==> src/rtl/serial_rx_deframer.sv <==
// serial_rx_deframer
//
// Recovers asynchronous start/stop framed characters from a serial line that
// is already synchronous to i_clk. The frame is 1 start bit, DATA_BITS data
// bits sent LSB first, then 1 stop bit. Each bit is sampled near its centre:
// HALF cycles after the start edge is seen, then once every CLKS_PER_BIT
// cycles after that.
//
// Parameters:
//   CLKS_PER_BIT  i_clk cycles per serial bit (2..65535)
//   DATA_BITS     data bits per character (5..8)
//
// Ports:
//   i_clk        system clock, rising edge
//   i_reset      synchronous reset, active low
//   i_in         synchronized serial line, idle/mark = 1
//   o_data       last good character, LSB = first received bit
//   o_valid      one-cycle strobe, o_data newly updated
//   o_frame_err  one-cycle strobe, stop bit sampled low
//   o_busy       frame in progress (START, DATA or STOP)
//   o_idle       IDLE state with the line currently high
//
// state   | meaning
// --------+-----------------------------------------------------------
// S_IDLE  | line at mark, waiting for a low level (start edge)
// S_START | timing to the middle of the start bit to confirm it
// S_DATA  | sampling DATA_BITS data bits at bit centres
// S_STOP  | sampling the stop bit; accept character or flag error
// S_BREAK | line held low after a framing error; wait for mark

module serial_rx_deframer #(
    parameter int CLKS_PER_BIT = 16,
    parameter int DATA_BITS    = 8
) (
    input  logic                 i_clk,
    input  logic                 i_reset,
    input  logic                 i_in,
    output logic [DATA_BITS-1:0] o_data,
    output logic                 o_valid,
    output logic                 o_frame_err,
    output logic                 o_busy,
    output logic                 o_idle
);

    localparam int HALF = CLKS_PER_BIT / 2;
    localparam int CW   = $clog2(CLKS_PER_BIT);
    localparam int BW   = $clog2(DATA_BITS);

    // Terminal counts: the counter restarts from 0 on every sample edge, so a
    // sample lands on the edge where it reaches (interval - 1).
    localparam logic [CW-1:0] HALF_TC = CW'(HALF - 1);
    localparam logic [CW-1:0] BIT_TC  = CW'(CLKS_PER_BIT - 1);
    localparam logic [BW-1:0] LAST_BIT = BW'(DATA_BITS - 1);

    typedef enum logic [2:0] {
        S_IDLE,
        S_START,
        S_DATA,
        S_STOP,
        S_BREAK
    } state_t;

    state_t               state;
    logic [CW-1:0]        cnt;
    logic [BW-1:0]        bit_idx;
    logic [DATA_BITS-1:0] shreg;

    always_ff @(posedge i_clk) begin
        if (!i_reset) begin
            state       <= S_IDLE;
            cnt         <= '0;
            bit_idx     <= '0;
            shreg       <= '0;
            o_data      <= '0;
            o_valid     <= 1'b0;
            o_frame_err <= 1'b0;
            o_busy      <= 1'b0;
        end else begin
            o_valid     <= 1'b0;
            o_frame_err <= 1'b0;

            case (state)
                S_IDLE: begin
                    if (!i_in) begin
                        state  <= S_START;
                        cnt    <= '0;
                        o_busy <= 1'b1;
                    end
                end

                S_START: begin
                    if (cnt == HALF_TC) begin
                        cnt <= '0;
                        if (i_in) begin
                            // Low pulse shorter than half a bit: not a start.
                            state  <= S_IDLE;
                            o_busy <= 1'b0;
                        end else begin
                            state   <= S_DATA;
                            bit_idx <= '0;
                        end
                    end else begin
                        cnt <= cnt + CW'(1);
                    end
                end

                S_DATA: begin
                    if (cnt == BIT_TC) begin
                        cnt   <= '0;
                        shreg <= {i_in, shreg[DATA_BITS-1:1]};
                        if (bit_idx == LAST_BIT) begin
                            state <= S_STOP;
                        end else begin
                            bit_idx <= bit_idx + BW'(1);
                        end
                    end else begin
                        cnt <= cnt + CW'(1);
                    end
                end

                S_STOP: begin
                    if (cnt == BIT_TC) begin
                        cnt    <= '0;
                        o_busy <= 1'b0;
                        if (i_in) begin
                            o_data  <= shreg;
                            o_valid <= 1'b1;
                            state   <= S_IDLE;
                        end else begin
                            o_frame_err <= 1'b1;
                            state       <= S_BREAK;
                        end
                    end else begin
                        cnt <= cnt + CW'(1);
                    end
                end

                S_BREAK: begin
                    if (i_in) begin
                        state <= S_IDLE;
                    end
                end

                default: begin
                    state  <= S_IDLE;
                    o_busy <= 1'b0;
                end
            endcase
        end
    end

    // Held low while reset is asserted so every output reads 0 in reset.
    assign o_idle = (state == S_IDLE) && i_in && i_reset;

endmodule

==> config.mk <==
export PLATFORM = sky130hd
export DESIGN_NAME = serial_rx_deframer
export DESIGN_NICKNAME = d
export VERILOG_FILES = /design/src/rtl/serial_rx_deframer.sv
export SDC_FILE = /design/constraint.sdc
export NUM_CORES = 1
export LEC_CHECK = 0
export CAP_MARGIN = 0
export CORE_MARGIN = 2
export CORE_UTILIZATION = 58
export DETAILED_ROUTE_END_ITERATION = 8
export GPL_TIMING_DRIVEN = 1
export PLACE_DENSITY = 0.92
export SLEW_MARGIN = 0
export SYNTH_ARGS = -nofsm -noshare
export SYNTH_HDL_FRONTEND = slang
export SYNTH_SLANG_ARGS = --single-unit
export TNS_END_PERCENT = 1
==> constraint.sdc <==
create_clock -name i_clk -period 3.1 [get_ports i_clk]
set_clock_uncertainty 0.15 [all_clocks]
set_input_delay 0.465 -clock i_clk [delete_from_list [all_inputs] [get_ports i_clk]]
set_output_delay 0.465 -clock i_clk [all_outputs]
set_load 0.05 [all_outputs]
==> flow_metrics.env <==
export IMPL_run_status="complete, no violations"
export IMPL_insertion_delay_ps=320
export IMPL_grt_pass1_wl_um=3926
export IMPL_layout_worst_path_cycle_share_pct=72.01
export IMPL_synth_nets=141
export IMPL_clk_pin_slew_worst_paths_ps=90
export IMPL_fin_tns_setup_ps=0
export IMPL_core_area_um2=2148
export IMPL_fin_worst_hold_slack_ps=321.7
export IMPL_synth_simple_gate_area_share_pct=22.39
export IMPL_synth_sequential_area_ratio_pct=45.36
export IMPL_num_fill_cells=165
export IMPL_mux_contribution_to_synthesized_area_pct=18.08
export IMPL_final_hold_viol_count=0
export IMPL_layout_common_cells="sky130_fd_sc_hd__dfxtp_1, sky130_fd_sc_hd__nor2_1, sky130_fd_sc_hd__mux2i_1"
export IMPL_finalWeightedCongestion=0.9050
export IMPL_grt_busiest_layer="met2"
export IMPL_multi_input_comb_area_um2=654.4
export IMPL_via_count_of_the_first_global_routing_pass=953
export IMPL_post_cts_sizing=0
export IMPL_flow_area_growth_from_synthesis_pct=14.57
export IMPL_cts_sink_count=29
export IMPL_die_y_um=50.98
export IMPL_grt_start_max_net_pins=22
export IMPL_drt_antenna_violating_nets=0
export IMPL_final_area_um2=1466
export IMPL_fmax_ghz=0.4480
export IMPL_drv_max_cap_violation_count=0
export IMPL_synth_area_um2=1280
export IMPL_cts_hold_repair_buffers=0
export IMPL_cts_repair_timing_setup_buffer_count=0
export IMPL_unrepaired_setup_endpoints_after_global_routing="no"
export IMPL_synth_ff_latch_count=29
export IMPL_synthCells=135
export IMPL_routed_via_density=5.602
export IMPL_most_frequent_standard_cell_in_the_layout_excluding_fill_and_tap_cells="sky130_fd_sc_hd__dfxtp_1"
export IMPL_gr_usage_met2_pct=32.90
export IMPL_report_final_setup_viol=0
export IMPL_finish_net_count=154
export IMPL_timing_max_transition_violations_final=0
export IMPL_power_static_leakage_nw=0.6120
export IMPL_critPathCaptureType="output port"
export IMPL_gr_usage_all_layers_pct=20.61
export IMPL_use_met3_pct=9.064
export IMPL_timing_hold_worst_class="register to register"
export IMPL_final_layout_size_suffix_gt1_share_pct=7.432
export IMPL_postSynthAreaPerCell_um2=9.481
export IMPL_dieArea_um2=2598
export IMPL_post_dp_hpwl_um=1627
export IMPL_drt_initial_drc_count=16
export IMPL_normalized_max_slew_margin_pct=56.43
export IMPL_drt_wirelength_per_cell_um=12.59
export IMPL_die_w_um=50.98
export IMPL_synth_top_family_by_area="simple AND/OR/NAND/NOR gates"
export IMPL_grt_use_met1_pct=23.42
export IMPL_drt_wl_total_um=2215
export IMPL_cts_root_to_sink_buffers=2
export IMPL_worst_ep_arrival_time_ps=1620
export IMPL_rows=17
export IMPL_worst_endpoint_required_ps=2480
export IMPL_sequential_cell_area_um2=580.6
export IMPL_netlist_cell_type_count=33
export IMPL_postPlaceCellArea_um2=1411
export IMPL_number_of_clock_buffers_inserted_by_tritoncts=5
export IMPL_synth_compound_area_share_pct=7.038
export IMPL_ys_warnings_count=0
export IMPL_timing_setup_critical_path_class="register to output port"
export IMPL_clock_root_buffer="sky130_fd_sc_hd__clkbuf_4"
export IMPL_power_density_nw_per_um2=442.3
export IMPL_synth_largest_area_cell="sky130_fd_sc_hd__dfxtp_1"
export IMPL_finalCriticalPeriod_ps=2232
export IMPL_h_tree_level_count=2
export IMPL_initial_core_util_pct=59.58
export IMPL_rrSetupSlack_ps=1110
export IMPL_post_synth_xor_area_fraction_pct=0.6843
export IMPL_path_max_fanout=10
export IMPL_top_level_ports=15
export IMPL_vdd_drop_max_uv=363.5
export IMPL_antenna_violations_before_repair=0
export IMPL_io_buffer_count=14
export IMPL_tightest_pin_transition_ps=648.6
export IMPL_remaining_drc_errors=0
export IMPL_synthTopCellsByArea="sky130_fd_sc_hd__dfxtp_1, sky130_fd_sc_hd__mux2i_1, sky130_fd_sc_hd__nor2_1, sky130_fd_sc_hd__ha_1, sky130_fd_sc_hd__nand2_1"
export IMPL_critical_path_start_type="register"
export IMPL_synth_largest_type_area_fraction_pct=45.36
export IMPL_synthAdderAreaFrac_pct=2.933
export IMPL_drt_pass1_iterations=4
export IMPL_diodes=0
export IMPL_global_route_overflow_total=0
export IMPL_dr_total_vias=986
export IMPL_tritoncts="built"
cells in the mapped netlist (all sizes together):
library cell	n
nand4	1
nor4	1
a22oi	1
xnor2	1
and3	1
nor3	4
o221a	1
o21bai	1
mux2	1
a21o	1
ha	3
a311o	1
nor3b	2
a21oi	2
nand2	12
a211oi	2
buf	5
nand2b	3
dfxtp	29
o21ai	1
clkbuf	3
nor2	28
inv	1
nor2b	1
a2bb2oi	1
o21a	1
nand3	2
and4b	1
or3b	1
mux2i	22
and3b	1
report_power, final:
part | switching, W | leakage, nW | internal (W)
registers | 0.00000537 | 0.234 | 0.000376
logic | 0.0000249 | 0.346 | 0.0000154
clock network | 0.000120 | 0.0314 | 0.000107
total | 0.000150 | 0.612 | 0.000498
through the flow:
step | setup WS [ps] | utilization (%) | total power (W) | instances
6_report | 867.8 | 68.26 | 0.0006485 | 176
5_1_grt | 705.8 | 68.26 | 0.0006780 | 176
4_1_cts | 858.9 | 68.26 | 0.0006542 | 176
3_5_place_dp | 892.8 | 65.70 | 0.0004306 | 169
3_3_place_gp | 908.9 | 65.70 | 0.0004288 | 169
2_1_floorplan | 1019 | - | 0.0004192 | 135
worst max-delay path: stages (launching register included):
cell and delay [ps]:
sky130_fd_sc_hd__dfxtp_1 430, sky130_fd_sc_hd__nor2_1 440, sky130_fd_sc_hd__nand2_1 110, sky130_fd_sc_hd__nor2_1 110
sky130_fd_sc_hd__buf_4 200
final timing paths:
kind           endpoint  cells past startpoint  startpoint
max              o_idle                      4    state[0]
min          bit_idx[1]                      2  bit_idx[1]
max reg2reg    shreg[0]                      5      cnt[0]
min reg2reg  bit_idx[1]                      2  bit_idx[1]
registers in the layout, summed over array words and instances, names as in the netlist:
name / count
o_data: 8
o_frame_err: 1
o_busy: 1
bit_idx: 3
shreg: 8
state: 3
o_valid: 1
cnt: 4
final cells by class:
type                       count  area share, %
multi-input combinational     97          44.62
sequential                    29          39.59
timing repair buffer          14          9.386
clock buffer                   7          3.754
tap                           28          2.389
inverter                       1         0.2560
routing by layer:
layer | wire (um) | part of all wire, %
met5 | 0 | 0
met4 | 50 | 2.3
met3 | 137 | 6.2
met2 | 1061 | 48
met1 | 966 | 44
cells by family after synthesis:
group	after synthesis
AO/OA/AOI/OAI	12
XOR/XNOR	1
adder cells (fa/ha/maj)	3
buffers and inverters	9
flip-flops	29
multiplexers	23
AND/OR/NAND/NOR	58
No activity file was read; power rests on OpenSTA's default activity.
==> patch, RTL diff (same flow settings) <==
The 5 states of `state_t` get a one-hot encoding in 5 bits.
--- a/src/rtl/serial_rx_deframer.sv
+++ b/src/rtl/serial_rx_deframer.sv
@@ -52,12 +52,12 @@
     localparam logic [CW-1:0] BIT_TC  = CW'(CLKS_PER_BIT - 1);
     localparam logic [BW-1:0] LAST_BIT = BW'(DATA_BITS - 1);
 
-    typedef enum logic [2:0] {
-        S_IDLE,
-        S_START,
-        S_DATA,
-        S_STOP,
-        S_BREAK
+    typedef enum logic [4:0] {
+        S_IDLE  = 5'b00001,
+        S_START = 5'b00010,
+        S_DATA  = 5'b00100,
+        S_STOP  = 5'b01000,
+        S_BREAK = 5'b10000
     } state_t;
 
     state_t               state;
Behaviour: no difference found for any inputs over 10 cycles, from zero or initial values and one cycle with i_reset low; not proved beyond that.
==> patch against the unedited design <==
  * Wire length up 40%
  * Synthesized area up 23%
  * Register-to-register slack worse by 220 ps
  * Die area up 22%
  * Fmax down 15%
  * Sequential cell count up 2
  * Non-clock buffer count up 2
  * Worst setup slack worse by 380 ps
  * Final area up 21%
  * Global-route usage up 0.49 points
  * Critical endpoint unchanged
  * Highest routed layer unchanged
Power is not compared: it rests on default switching activity, and its combinational part moved more than twofold at a synthesized area within 25%.
==> patch: results (changes against the unedited design) <==
.. list-table::
   :header-rows: 1

   * - Metric
     - Value
   * - Max Fanout on Critical Path
     - 11 (was 10)
   * - Top delay family on crit path
     - buffers and inverters (was simple AND/OR/NAND/NOR gates)
   * - Crit path max-delay cell type
     - clkdlybuf4s50_1 (was nor2_1)
   * - Detail Placement HPWL
     - 2200 µm (was 1630 µm)
   * - Run status
     - finished clean (unchanged)
   * - Number of vias in the routed layout
     - 1278 (was 986)
   * - Area contributors post-synth
     - dfxtp_1 (39%), mux2i_1 (12%), nor2_1 (6.9%) (was dfxtp_1 (45%), mux2i_1 (17%), nor2_1 (8.2%))
   * - Layout Nets
     - 188 (was 154)
   * - Post-detailed-route wirelength per cell
     - 14.6 µm (was 12.6 µm)
   * - Sequential element share of the synthesized area
     - 0.393 (was 0.454)
   * - Reported leakage power
     - 0.709 nW
   * - Arr. time, crit path
     - 2000 ps (was 1620 ps)
   * - Detailed Routing Iterations Pass 1
     - 5 (was 4)
   * - GP Congestion
     - 0.777 (was 0.905)
   * - Clock network latency to the later pin of the worst-skew pair
     - 340 ps (was 320 ps)
   * - Global-route wire length before repair
     - 5100 µm (was 3930 µm)
   * - Top flop regs
     - o_data: 8 flops, shreg: 8 flops, state: 5 flops (was o_data: 8 flops, shreg: 8 flops, cnt: 4 flops)
   * - Unique masters post-synth
     - 49 (was 33)
   * - Max_slew headroom
     - 0.593 (was 0.564)
   * - Filler cell count
     - 187 (was 165)
   * - Number of global-route vias before repair
     - 1187 (was 953)
   * - Overall routing resource usage
     - 0.211 (was 0.206)
   * - Crit-path max cell delay
     - 700 ps (was 440 ps)
   * - Layout cells sized above 1
     - 0.126 (was 0.0743)
   * - Top post-synthesis cells by count
     - dfxtp_1 (31), nor2_1 (29), mux2i_1 (19), nand2_1 (11), nand3_1 (8) (was dfxtp_1 (29), nor2_1 (28), mux2i_1 (22), nand2_1 (10), nor3_1 (4))
   * - Drt first-iter violations
     - 65 (was 16)
   * - Maximum number of pins on one net before global-route repair
     - 26 (was 22)
   * - Syn nets
     - 174 (was 141)
   * - Cell area after placement
     - 1680 µm² (was 1410 µm²)
==> patch: cell count changes after synthesis, moves of 3 or more <==
cell      change
inv_1         +3
buf_2         -3
nand3_1       +6
mux2i_1       -3
clkbuf_8      +4
o21ai_0       +4
==> patch: through the flow <==
stage	util	hold slack, ps	power (mW)	instances	setup WS [ps]
detailed placement	0.667	305	0.726	205	578
floorplan	-	282	0.689	168	856
global placement	0.667	292	0.715	205	634
CTS	0.701	317	1.06	213	518
finish	0.701	317	1.06	213	485
global route	0.701	336	1.10	213	450
==> patch: worst paths after layout <==
| kind | slack (ps) | cells after the start | from | end |
|---|---|---|---|---|
| worst min-delay path | 320 | 2 | bit_idx[2] | bit_idx[2] |
| worst max register to register | 890 | 5 | cnt[0] | bit_idx[0] |
| worst max-delay path | 480 | 6 | i_in | o_idle |
| worst min register to register | 320 | 2 | bit_idx[2] | bit_idx[2] |
==> patch: worst min-delay path: stages, from the launching register on <==
cell,delay [ps]
dfxtp_1,330
nand2_1,50
o21ai_1,50
==> patch: cell families after synthesis <==
logic type	after synthesis	share of synthesized area
multiplexers	19	0.120
adder cells (fa/ha/maj)	3	0.0238
flip-flops	31	0.393
XOR/XNOR	2	0.0111
AND/OR/NAND/NOR	76	0.263
buffers and inverters	14	0.0752
AO/OA/AOI/OAI	23	0.114
==> patch: layer usage <==
layer  vias up  track usage  part of all wire
li1        622            -                 -
met1       599        0.230              0.42
met2        46        0.348              0.50
met3        11       0.0907             0.061
met4         0        0.105             0.019
met5         -            0                 0
==> patch: area by class of cell <==
cell class	instances	share of cell area
Tap cell	30	0.0212
Multi-Input combinational cell	123	0.475
Timing Repair Buffer	16	0.0934
Inverter	5	0.0106
Clock inverter	2	0.0198
Clock buffer	6	0.0290
Sequential cell	31	0.351
==> patch: power groups by stage <==
| stage | clock network (mW) | logic (mW) | registers, mW |
|---|---|---|---|
| 2_1_floorplan | 0 | 0.229 | 0.460 |
| 3_3_place_gp | 0 | 0.238 | 0.476 |
| 3_5_place_dp | 0 | 0.249 | 0.477 |
| 4_1_cts | 0.339 | 0.253 | 0.468 |
| 5_1_grt | 0.361 | 0.269 | 0.475 |
| 6_report | 0.334 | 0.256 | 0.470 |
